File: src/rtl/tensor_pkg.sv
// Shared op encodings, FSM states and command payload for the tensor arbiter.
package tensor_pkg;

   localparam int unsigned OP_W   = 3;
   localparam int unsigned DATA_W = 64;

   localparam logic [OP_W-1:0] OP_VADD = 3'd0;
   localparam logic [OP_W-1:0] OP_VSUB = 3'd1;
   localparam logic [OP_W-1:0] OP_VMUL = 3'd2;
   localparam logic [OP_W-1:0] OP_FMAC = 3'd3;
   localparam logic [OP_W-1:0] OP_RELU = 3'd4;
   localparam logic [OP_W-1:0] OP_LAST = OP_RELU;

   typedef enum logic [1:0] {
      IDLE  = 2'd0,
      ISSUE = 2'd1,
      WAIT  = 2'd2,
      ERR   = 2'd3
   } state_e;

   // Operation launched on the tensor unit.
   typedef struct packed {
      logic [OP_W-1:0]   op;
      logic [DATA_W-1:0] a;
      logic [DATA_W-1:0] b;
      logic [DATA_W-1:0] acc;
   } tensor_cmd_t;

   // Ops above OP_LAST never get a done from the tensor unit.
   function automatic logic op_legal(input logic [OP_W-1:0] op);
      return op <= OP_LAST;
   endfunction

endpackage

File: src/rtl/rr_arbiter.sv
// Combinational round-robin arbiter: first set request at or after ptr_i wins.
module rr_arbiter
   import tensor_pkg::*;
#(
   parameter int unsigned NUM_REQ = 4,
   parameter int unsigned ID_W    = $clog2(NUM_REQ)
) (
   input  logic [NUM_REQ-1:0] req_i,
   input  logic [ID_W-1:0]    ptr_i,
   output logic [NUM_REQ-1:0] gnt_o,
   output logic [ID_W-1:0]    gnt_idx_o,
   output logic               any_o
);

   int unsigned     idx;
   logic [ID_W-1:0] idx_w;

   // Scan from ptr_i upwards with wrap; keep the first hit.
   always_comb begin
      gnt_o     = '0;
      gnt_idx_o = '0;
      any_o     = 1'b0;
      idx       = 0;
      idx_w     = '0;
      for (int unsigned i = 0; i < NUM_REQ; i++) begin
         idx   = (32'(ptr_i) + i) % NUM_REQ;
         idx_w = ID_W'(idx);
         if (!any_o && req_i[idx_w]) begin
            any_o        = 1'b1;
            gnt_o[idx_w] = 1'b1;
            gnt_idx_o    = idx_w;
         end
      end
   end

endmodule

File: src/rtl/tensor_arbiter.sv
// Shares one 4-lane BF16 tensor unit among NUM_REQ requesters, round-robin.
module tensor_arbiter
   import tensor_pkg::*;
#(
   parameter int unsigned NUM_REQ = 4,
   parameter int unsigned ID_W    = $clog2(NUM_REQ)
) (
   input  logic                    clk,
   input  logic                    rst_n,
   input  logic [NUM_REQ-1:0]      req_valid,
   output logic [NUM_REQ-1:0]      req_ready,
   input  logic [3*NUM_REQ-1:0]    req_op,
   input  logic [64*NUM_REQ-1:0]   req_a,
   input  logic [64*NUM_REQ-1:0]   req_b,
   input  logic [64*NUM_REQ-1:0]   req_acc,
   output logic [NUM_REQ-1:0]      rsp_valid,
   output logic [63:0]             rsp_data,
   output logic                    rsp_err,
   output logic                    t_start,
   output logic [2:0]              t_op,
   output logic [63:0]             t_a,
   output logic [63:0]             t_b,
   output logic [63:0]             t_acc,
   input  logic [63:0]             t_rd,
   input  logic                    t_done,
   output logic                    busy,
   output logic [31:0]             op_count
);

   state_e               state_q, state_d;
   logic [ID_W-1:0]      rr_ptr_q, rr_ptr_d;
   logic [ID_W-1:0]      gid_q, gid_d;
   tensor_cmd_t          cmd_q, cmd_d;
   logic [NUM_REQ-1:0]   rsp_valid_q, rsp_valid_d;
   logic [DATA_W-1:0]    rsp_data_q, rsp_data_d;
   logic                 rsp_err_q, rsp_err_d;
   logic [31:0]          op_count_q, op_count_d;
   logic [NUM_REQ-1:0]   req_ready_c;

   logic [NUM_REQ-1:0]   gnt;
   logic [ID_W-1:0]      gnt_idx;
   logic                 gnt_any;

   logic [OP_W-1:0]      op_arr  [NUM_REQ];
   logic [DATA_W-1:0]    a_arr   [NUM_REQ];
   logic [DATA_W-1:0]    b_arr   [NUM_REQ];
   logic [DATA_W-1:0]    acc_arr [NUM_REQ];

   // Slice the flat per-requester buses into indexable arrays.
   for (genvar g = 0; g < NUM_REQ; g++) begin : g_unpack
      assign op_arr[g]  = req_op[3*g +: 3];
      assign a_arr[g]   = req_a[64*g +: 64];
      assign b_arr[g]   = req_b[64*g +: 64];
      assign acc_arr[g] = req_acc[64*g +: 64];
   end

   rr_arbiter #(
      .NUM_REQ (NUM_REQ),
      .ID_W    (ID_W)
   ) u_rr (
      .req_i     (req_valid),
      .ptr_i     (rr_ptr_q),
      .gnt_o     (gnt),
      .gnt_idx_o (gnt_idx),
      .any_o     (gnt_any)
   );

   // Next-state, acceptance and response logic.
   always_comb begin
      state_d     = state_q;
      rr_ptr_d    = rr_ptr_q;
      gid_d       = gid_q;
      cmd_d       = cmd_q;
      rsp_valid_d = '0;
      rsp_data_d  = rsp_data_q;
      rsp_err_d   = rsp_err_q;
      op_count_d  = op_count_q;
      req_ready_c = '0;

      unique case (state_q)
         IDLE: begin
            if (gnt_any) begin
               req_ready_c = gnt;
               gid_d       = gnt_idx;
               cmd_d.op    = op_arr[gnt_idx];
               cmd_d.a     = a_arr[gnt_idx];
               cmd_d.b     = b_arr[gnt_idx];
               cmd_d.acc   = acc_arr[gnt_idx];
               rr_ptr_d    = (gnt_idx == ID_W'(NUM_REQ - 1)) ? '0 : gnt_idx + ID_W'(1);
               state_d     = op_legal(op_arr[gnt_idx]) ? ISSUE : ERR;
            end
         end
         ISSUE: begin
            // A done in the launch cycle cannot belong to this op.
            state_d = WAIT;
         end
         WAIT: begin
            if (t_done) begin
               rsp_valid_d = NUM_REQ'(1) << gid_q;
               rsp_data_d  = t_rd;
               rsp_err_d   = 1'b0;
               op_count_d  = op_count_q + 32'd1;
               state_d     = IDLE;
            end
         end
         ERR: begin
            rsp_valid_d = NUM_REQ'(1) << gid_q;
            rsp_data_d  = '0;
            rsp_err_d   = 1'b1;
            state_d     = IDLE;
         end
         default: state_d = IDLE;
      endcase
   end

   // State and datapath registers.
   always_ff @(posedge clk or negedge rst_n) begin
      if (!rst_n) begin
         state_q     <= IDLE;
         rr_ptr_q    <= '0;
         gid_q       <= '0;
         cmd_q       <= '0;
         rsp_valid_q <= '0;
         rsp_data_q  <= '0;
         rsp_err_q   <= 1'b0;
         op_count_q  <= '0;
      end else begin
         state_q     <= state_d;
         rr_ptr_q    <= rr_ptr_d;
         gid_q       <= gid_d;
         cmd_q       <= cmd_d;
         rsp_valid_q <= rsp_valid_d;
         rsp_data_q  <= rsp_data_d;
         rsp_err_q   <= rsp_err_d;
         op_count_q  <= op_count_d;
      end
   end

   // Accept is combinational; held low while reset is asserted.
   assign req_ready = req_ready_c & {NUM_REQ{rst_n}};
   assign rsp_valid = rsp_valid_q;
   assign rsp_data  = rsp_data_q;
   assign rsp_err   = rsp_err_q;
   assign t_start   = (state_q == ISSUE);
   assign busy      = (state_q == ISSUE) || (state_q == WAIT);
   assign t_op      = cmd_q.op;
   assign t_a       = cmd_q.a;
   assign t_b       = cmd_q.b;
   assign t_acc     = cmd_q.acc;
   assign op_count  = op_count_q;

endmodule

File: config.mk
export PLATFORM = sky130hd
export DESIGN_NAME = tensor_arbiter
export DESIGN_NICKNAME = d
export VERILOG_FILES = /design/src/rtl/tensor_pkg.sv /design/src/rtl/rr_arbiter.sv /design/src/rtl/tensor_arbiter.sv
export SDC_FILE = /design/constraint.sdc
export NUM_CORES = 1
export LEC_CHECK = 0
export BUFFER_PORTS_ARGS = -buffer_cell sky130_fd_sc_hd__buf_2
export CAP_MARGIN = 20
export CORE_AREA = 2 2 452 454
export CTS_BUF_LIST = sky130_fd_sc_hd__clkbuf_16
export DETAILED_ROUTE_END_ITERATION = 16
export DIE_AREA = 0 0 454 456
export GPL_TIMING_DRIVEN = 1
export PLACE_DENSITY = 0.37
export SETUP_SLACK_MARGIN = 0.05
export SYNTH_ARGS = -nofsm -noshare
export SYNTH_HDL_FRONTEND = slang
export SYNTH_SLANG_ARGS = --single-unit
export TNS_END_PERCENT = 50
File: constraint.sdc
create_clock -name clk -period 3 [get_ports clk]
set_input_delay 0.3 -clock clk [delete_from_list [all_inputs] [get_ports clk]]
set_output_delay 0.3 -clock clk [all_outputs]
set_load 0.01 [all_outputs]
# == Word level (Yosys, flattened, before mapping) ==
# Cells that the tools add are included.
# classes
add_sub_neg,5
reduce_logical,17
n_mux,53
shift,1
eq_ne,6
bitwise_logic,5
magnitude_cmp,10
# op_table
operator,count
64-bit two-way mux,7
64-bit binary-select mux with 2-bit select,3
64-bit one-hot mux with 2 select lines,1
32-bit by 1-bit adder with 32-bit output (second input constant),1
4-bit two-way mux,7
2-bit two-way mux,8
1-bit two-way mux,13
2-bit by 3-bit less-than comparator with 1-bit output (second input constant),4
4-bit OR,3
1-bit binary-select mux with 2-bit select,4
1-bit demux with 2-bit select,4
2-bit by 1-bit greater-or-equal comparator with 1-bit output (second input constant),4
2-bit one-hot mux with 4 select lines,1
4-bit one-hot mux with 2 select lines,1
2-bit AND reduction,4
1-bit logical AND,7
3-bit binary-select mux with 2-bit select,1
2-bit == test (second input constant),3
3-bit two-way mux,2
2-bit by 1-bit adder with 2-bit output (second input constant),2
2-bit adder (second input constant),2
4-bit AND,1
2-bit != test (second input constant),2
1-bit by 2-bit left shift with 4-bit output (first input constant),1
other kinds (9),11
# word_totals
output_inout_bits,302
elab_cells,108
register_bits,302
input_bits,851

# == Depth between registers and ports, before layout ==
# Gate-level depths: netlist of the first run.
# depth
word_depth,20
ltp_mapped,13
ltp_nobuf,9

# == Cells and area by module ==
# From an unflattened synthesis of the first run, not the netlist that was laid out.
# unflattened
hier_cells,1425
area_unflattened_um2,16493.3
# by_module_without_submodules
mod,area_each_um2,seq_area_each_um2,instances,cells_per_inst
tensor_arbiter,16074.2,7557.2,1,1380
rr_arbiter,419.2,0.0,1,45

# == Least setup slack after synthesis of the first run ==
# OpenSTA, ideal clock, no wires.
# synth_path
path_kind,flip-flop to flip-flop
from,register rr_ptr_q[0]
to,register cmd_q (netlist bit t_a[29])
required_ns,2.865
path_stages_with_launch,13
path_slack_ns,-0.162
arrival_ns,3.028
setup_time_ns,0.135
n_path_buf,4
synth_period_minus_slack_ns,3.162
path_cell_list,dfrtp_1 > buf_4 > inv_1 > ha_1 > mux4_2 > nor2b_4 > nor2_2 > mux2_4 > buf_4 > buf_6 > buf_6 > a211oi_2 > o31ai_1
# synth_via
elab_chain_cells,16
word_cells_on_any_way,30
cone_classes,add/sub (3); mux (19); bitwise (1); reduce/logical (7)
# synth_rtl
item,line_no,text
start: declaration,tensor_arbiter.sv:31,"logic [ID_W-1:0] rr_ptr_q, rr_ptr_d;"
start signal: assignment,tensor_arbiter.sv:129,rr_ptr_q <= rr_ptr_d;
branches (longest 16 deep; another with 2-bit by 1-bit adder with 2-bit output),--,
end signal: assignment,tensor_arbiter.sv:131,cmd_q <= cmd_d;
end: declaration,tensor_arbiter.sv:33,"tensor_cmd_t cmd_q, cmd_d;"
# Parallel ways; which one is timed is not known. The select of a mux whose other input is x is not followed.
# A chain may end at the register's enable or synchronous reset.

# == Final worst setup path of the first run ==
# layout_path
from,register rr_ptr_q[1]
to,output port req_ready[2]
# layout_via
elab_chain_cells,15
word_cells_on_any_way,51
cone_classes,add/sub (3); order compare (8); mux (26); bitwise (4); reduce/logical (10)
# layout_rtl
item,line_no,text
branches (longest 12 deep; another with 2-bit by 3-bit less-than comparator with 1-bit output),--,
4-bit two-way mux (*),tensor_arbiter.sv:82,if (gnt_any) begin
4-bit two-way mux (*),tensor_arbiter.sv:80,unique case (state_q)
4-bit AND (*),tensor_arbiter.sv:140,assign req_ready = req_ready_c & {NUM_REQ{rst_n}};
end: declaration,tensor_arbiter.sv:11,"output logic [NUM_REQ-1:0] req_ready,"
# Mark *: on every way between the ends. The select of a mux whose other input is x is not followed.

==> results of run 1 <==
==> through the flow <==
step           setup TNS [ns]  total power [mW]
5_1_grt                -0.668              41.4
4_1_cts                -0.295              38.5
3_5_place_dp           -0.563              31.7
6_report                    0              38.4
3_3_place_gp           -0.675              31.7
2_1_floorplan               0              20.3
==> worst max-delay path by stage <==
| stage | from | endpoint | slack, ns |
|---|---|---|---|
| floorplan | rr_ptr_q[0] | t_a[29] | 0.03 |
| global placement | rr_ptr_q[1] | state_q[1] | -0.37 |
| detailed placement | rr_ptr_q[1] | state_q[1] | -0.36 |
| CTS | rr_ptr_q[1] | req_ready[2] | -0.09 |
| global route | rr_ptr_q[1] | req_ready[3] | -0.16 |
| finish | rr_ptr_q[1] | req_ready[2] | 0.01 |
==> per-layer routing <==
metal / part of all wire (%) / track usage, % / wire length [um]
met3: 8.1 / 4.10 / 11700
met1: 41 / 15.7 / 59000
met2: 49 / 22.8 / 71200
met4: 2.3 / 3.53 / 3410
met5: 0.043 / 0 / 62
==> worst max-delay path: cells and delay by family (launching register included) <==
kind                     cells  cell delay, ns
AND/OR/NAND/NOR              3            0.43
adder cells (fa/ha/maj)      1            0.26
AO/OA/AOI/OAI                2            0.09
buffers and inverters        3            0.34
flip-flops                   1            0.36
multiplexers                 1            0.54
==> power by group through the flow <==
| stage | Combinational, mW | Clock (mW) | Sequential (mW) |
|---|---|---|---|
| after global routing | 27.7 | 6.13 | 7.52 |
| final | 25.4 | 5.72 | 7.28 |
| after detailed placement | 24.3 | 0 | 7.35 |
| after global placement | 24.3 | 0 | 7.31 |
| after floorplan | 12.5 | 0 | 7.80 |
| after CTS | 25.2 | 6.01 | 7.32 |
==> final cells by class <==
class	count	area (um^2)
Multi-Input combinational cell	1603	10100
Fill cell	22948	167000
Clock inverter	38	415
Clock buffer	44	1100
Timing Repair Buffer	1799	12400
Tap cell	2672	3340
Sequential cell	302	7560
Antenna cell	33	82.6
Inverter	10	37.5
==> sequential cells by signal (all words and copies together), names as in the netlist, 3 cells and up <==
register / count
op_count: 32
t_a: 64
rsp_valid: 4
t_op: 3
rsp_data: 64
t_b: 64
t_acc: 64
==> cells in the final DEF (no fill, tap or decap), types with 3 or more instances in the layout <==
master         count
buf_2           1151
clkinvlp_4         3
clkinv_2           7
dlygate4sd3_1    502
a22oi_2            3
diode_2           33
o21ai_0            8
mux4_2             3
and2_1           183
dfrtp_1          301
mux2i_1            5
a221oi_2           4
a211oi_2         110
nor3_1             4
bufinv_16          7
o31ai_1          195
buf_4            107
and2_0            10
ha_1              13
buf_16             4
buf_12            26
xor2_1            10
clkinv_1           9
nand4_1            5
a21oi_1            3
nor2_1            29
clkbuf_16         48
inv_1             15
nand3_1           12
and3_1           200
a211oi_1          84
buf_6              4
xnor2_1           24
nand2_1          604
a22o_1            64
==> logic make-up (layout without fill, tap and decap cells) <==
kind of cell	count (synthesis)	count (layout)
DFF	302	302
and+or+nand+nor	1065	1065
muxes	11	11
adders and majority gates	14	14
AOI/OAI and AO/OA	479	479
xor gates and xnor gates	34	34
other	0	33
buffers and inverters	197	1891
==> repair_timing <==
action,4_1_cts,5_1_grt
gates resized for setup,22,16
endpoints found under the setup margin,11,123
hold buffers,502,0
setup buffers,2,5
gates cloned,0,4
pin swaps,5,4
hold endpoints to repair,487,0
==> impl_metrics.csv, run 1 <==
group,metric,value,unit
placed_design,dpl_cell_area,28000,um^2
sta,fin_crit,2.99,ns
sta,finalWorstSetupSlack,0.0115,ns
yosys,yosys-top-cells-area,"dfrtp_1, nand2_1, o31ai_1",
die,pin_count,1153,
worst_setup_path,r2r-end,"state_q[1]",
clock_tree,path_clk_slew,0.06,ns
route,finalWirelength,145000,um
worst_setup_path,cp_common_cell,"nor2_1",
route,post-route-drc-count,0,
yosys,syn_area,18300,um^2
die,die_x,454,um
cells_and_area,fin_util,17.3,%
worst_hold_path,worstHoldEndpoint,"t_a[4]",
die,die_area,207000,um^2
route,dr_total_vias,23577,
worst_setup_path,reg2reg_from,"rr_ptr_q[1]",
yosys,ys_seq_area_share,41.2,%
global_route,grt.total_usage,13.2,%
route,wl_per_cell,22.4,um
placed_design,hpwl,118000,um
worst_setup_path,crit_type,"flop to output pin",
worst_setup_path,reg2reg_depth,10,
sta,rsz0062_at_grt,"yes",
yosys,synthSimpleGateAreaFrac,27.7,%
clock_tree,cts_max_path_buffers,3,
sta,tightestPinTransition,0.979,ns
yosys,synth_xor_area_share,1.62,%
cells_and_area,stdcell_count,6501,
sta,fmax,0.335,GHz
route,drtIter0Drc,1612,
placed_design,placed_cells,5873,
yosys,synth_top_family_by_area,"simple AND/OR/NAND/NOR gates",
yosys,synth-edff-count,0,
pwr,peakVddDrop,492,uV
worst_setup_path,crit_fanout,4,
global_route,grt_pass1_vias,24022,
cells_and_area,design_area,35000,um^2
yosys,synth_most_common_cell,"nand2_1",
yosys,synth_cell_types,45,
die,start_util,9.09,%
sta,slew_headroom,34.7,%
sta,period_share,99.6,%
run_status,status,"complete, no violations",
pwr,seqPwrFrac,19.0,%
yosys,synth_compound_area_share,22.6,%
global_route,antenna_found_initial,50,
sta,slew_violations,0,
global_route,grt-ovfl-total,0,
route,dr.pass1.iters,5,
worst_setup_path,rrSetupSlack,0.12,ns
yosys,synth-seq-cells,302,
worst_setup_path,cp.required,2.70,ns
clock_tree,cts_tree,"yes",
sta,setup_viol,0,
cells_and_area,drive_gt1_share,39.6,%
worst_setup_path,cpPeakStageDelay,0.54,ns
route,ant_nets,0,
worst_hold_path,hold_start,"req_a[196]",
flow_run,max-cap-violations,0,
cells_and_area,area_growth,90.7,%
yosys,synth_cells,2102,
worst_hold_path,hp-class,"input pin to flop",
placed_design,place_ws,-0.357,ns
clock_tree,cts.sinks,302,
yosys,synth-async-reset-ratio,100,%
yosys,ys.flop_type,"dfrtp_1",
pwr,internal_power,19.3,mW
pwr,swShare,49.7,%
cells_and_area,nets,4625,
placed_design,place_congestion,0.929,
clock_tree,cts_root_buf,"clkbuf_16",
sta,whs,0.0656,ns
worst_setup_path,end_kind,"output pin",
die,chipHeight,456,um
pwr,p_sw,19.1,mW
yosys,synth_top_cell_by_area,"dfrtp_1",
pwr,p_per_area,1100,nW/um^2
route,routed_via_density,3.63,
sta,skew,0.0112,ns
worst_setup_path,crit_path_top_delay_cell,"mux4_2",
clock_tree,clk_latency,0.65,ns
global_route,grt_max_degree,113,
placed_design,port_buffers,1152,
worst_setup_path,setup.worst_path.start_class,"flop",
pwr,p_comb_share,66.1,%
worst_setup_path,cp_cell_sequence,"inv_2, ha_4, mux4_2, nor2b_4, buf_6, a22oi_2, nor2_1, a221oi_2, nor2_1, buf_2",
sta,hold_violations,0,
yosys,synth_nets,2967,
clock_tree,cts_buffers,44,
worst_setup_path,cp.arrival,2.69,ns
pwr,power_frac_clock,14.9,%
yosys,synth_fa_ha_area_share,0.955,%
yosys,ys_warn_count,0,
clock_tree,htreeDepth,2,
yosys,synth_top_cell_area_share,41.2,%
pwr,p_leak,16.5,nW
yosys,synth_mux_area_share,0.839,%
yosys,syn_avg_cell_area,8.72,um^2
global_route,grt_pass1_wl,191000,um
die,coreArea,202000,um^2
worst_hold_path,hold_path_depth,4,
yosys,yosys-top-cells-count,"nand2_1, dfrtp_1, and3_1",
die,rows,165,
Power figures use the tool's default switching activity.
==> run 2: changes to the inputs <==
- clock period: 3 -> 2.7 ns (I/O delays scaled with it)
==> run 2 against run 1 <==
The flow now finishes with violations (negative setup slack). Clock skew grew 0.0082 ns. Cell count up 1.7%. Via count rose by 1.9%. Clock power grew 9.6%. Sequential power grew 11%. Routed wire length grew 1.7%. Largest cell class unchanged. Largest power group unchanged.
==> impl_metrics.csv, run 2 (synthesized netlist as in run 1, its figures left out) <==
group,metric,value,unit
pwr,p_leak,17.3,nW
pwr,power_frac_clock,13.8,%
die,die_x,454,um
cells_and_area,multi_input_area,10500,um^2
pwr,seqPwrFrac,17.7,%
worst_setup_path,cp.required,2.43,ns
sta,skew,0.0194,ns
die,coreArea,202000,um^2
route,dr.pass1.iters,6,
global_route,grt.total_usage,13.3,%
clock_tree,cts.sinks,302,
die,die_area,207000,um^2
global_route,grt_max_degree,106,
pwr,peakVddDrop,645,uV
worst_setup_path,cp.arrival,2.70,ns
worst_setup_path,reg2reg_depth,11,
run_status,violations,"negative setup slack",
worst_setup_path,critPathCapture,"req_ready[0]",
worst_setup_path,reg2reg_from,"rr_ptr_q[0]",
die,pin_count,1153,
die,start_util,9.09,%
die,rows,165,
sta,fmax,0.337,GHz
global_route,antenna_found_initial,43,
pwr,p_total,45.6,mW
cells_and_area,mostFrequentLayoutCells,"buf_2, nand2_1, dlygate4sd3_1",
sta,slew_violations,0,
worst_setup_path,crit_type,"flop to output pin",
global_route,grt_pass1_wl,193000,um
cells_and_area,fillCellCount,22731,
run_status,status,"complete, but fails checks",
clock_tree,cts_max_path_buffers,3,
clock_tree,clk_latency,0.67,ns
pwr,internal_power,23.2,mW
route,dr_total_vias,24023,
sta,period_share,110,%
clock_tree,path_clk_slew,0.06,ns
sta,rsz0062_at_grt,"yes",
worst_hold_path,hp-class,"input pin to flop",
cells_and_area,fin_util,18.2,%
pwr,p_per_area,1240,nW/um^2
clock_tree,cts_buffers,45,
route,ant_nets,0,
route,finalWirelength,148000,um
cells_and_area,area_growth,100,%
clock_tree,cts_root_buf,"clkbuf_16",
worst_setup_path,crit_fanout,4,
pwr,swShare,49.1,%
worst_setup_path,crit_start,"rr_ptr_q[0]",
sta,tightestPinTransition,0.875,ns
clock_tree,cts_tree,"yes",
worst_setup_path,setup.worst_path.start_class,"flop",
sta,slew_headroom,41.7,%
placed_design,place_congestion,0.932,
cells_and_area,final_common_cell,"buf_2",
route,drtIter0Drc,1550,
cells_and_area,regArea,7560,um^2
route,post-route-drc-count,0,
flow_run,max-cap-violations,0,
clock_tree,htreeDepth,2,
route,wl_per_cell,22.4,um
route,routed_via_density,3.63,
global_route,grt-ovfl-total,0,
worst_setup_path,rrSetupSlack,-0.26,ns
pwr,p_sw,22.4,mW
sta,fin_crit,2.97,ns
worst_setup_path,end_kind,"output pin",
sta,hold_violations,0,
sta,finalWorstSetupSlack,-0.266,ns
worst_setup_path,r2r-end,"t_acc[36]",
pwr,p_comb_share,68.5,%
placed_design,port_buffers,1152,
placed_design,hpwl,118000,um
global_route,grt_pass1_vias,24691,
die,chipHeight,456,um
sta,final.setup.tns,-17.27,ns
cells_and_area,drive_gt1_share,41.6,%
sta,setup_viol,180,
cells_and_area,nets,4747,
==> run 2: changes by cell type in the layout (fill, tap and decap cells not counted), moves of 13 or more <==
cell	change
dlygate4sd3_1	+72
o31ai_1	-34
a211oi_2	+14
o31ai_2	+33
buf_4	+22
a211oi_1	-29
buf_6	+14
diode_2	-13
a211oi_4	+15
==> run 2: worst max-delay path, cell delays in order, from the launching register on <==
cell	delay, ns
dfrtp_2	0.37
inv_2	0.05
ha_4	0.26
mux4_2	0.54
buf_6	0.16
a22oi_1	0.18
nor2_1	0.07
a221oi_2	0.18
nor2_1	0.08
buf_4	0.15
==> run 2: repair_timing <==
action / 4_1_cts / 5_1_grt
setup endpoints to repair: 194 / 200
gates cloned: 2 / 8
pin swaps: 6 / 31
buffers inserted: 6 / 11
hold buffers: 574 / 0
resized for setup: 45 / 114
hold endpoints to repair: 462 / 0
==> run 2: power by group through the flow <==
stage,registers [mW],clock network [mW],logic (mW)
floorplan,8.66,0,13.9
global placement,8.10,0,27.5
detailed placement,8.15,0,27.5
CTS,8.11,6.59,29.1
global route,8.34,6.74,33.9
finish,8.08,6.27,31.2
==> run 2: cell type report <==
| type | instances | share of cell area, % |
|---|---|---|
| diodes | 20 | 0.136 |
| clock buffers | 45 | 3.06 |
| clock inverters | 38 | 1.01 |
| inverters | 10 | 0.102 |
| multi-input cells | 1603 | 28.6 |
| flip-flops and latches | 302 | 20.6 |
| well taps | 2672 | 9.10 |
| repair buffers | 1920 | 37.4 |
==> run 2: worst min path at each step <==
stage | from | end | depth (start not counted)
5_1_grt | req_a[14] | t_a[14] | 3
2_1_floorplan | rst_n | gid_q[0] | 0
4_1_cts | req_a[133] | t_a[5] | 4
3_3_place_gp | rst_n | t_acc[7] | 1
3_5_place_dp | rst_n | t_acc[7] | 1
6_report | req_a[14] | t_a[14] | 3
==> run 2: stage by stage <==
step | std cells | setup WS, ns | instance area (um^2) | hold slack [ns]
after floorplan | 2102 | -0.273 | 18400 | -0.0256
after global placement | 5906 | -0.381 | 28200 | 0.231
after detailed placement | 5906 | -0.379 | 28200 | 0.226
after CTS | 6571 | -0.387 | 35800 | 0.000166
after global routing | 6601 | -0.449 | 36700 | 0.0105
final | 6610 | -0.266 | 36800 | 0.0341
==> run 2: per-layer routing <==
layer / track usage (%) / share of wire [%] / routed length [um] / up-vias
met5: 0 / 0.053 / 78 / -
met3: 4.53 / 9.2 / 13700 / 237
li1: - / - / - / 10996
met1: 15.3 / 39 / 57500 / 11746
met2: 22.5 / 47 / 70100 / 1032
met4: 5.31 / 4.4 / 6440 / 12
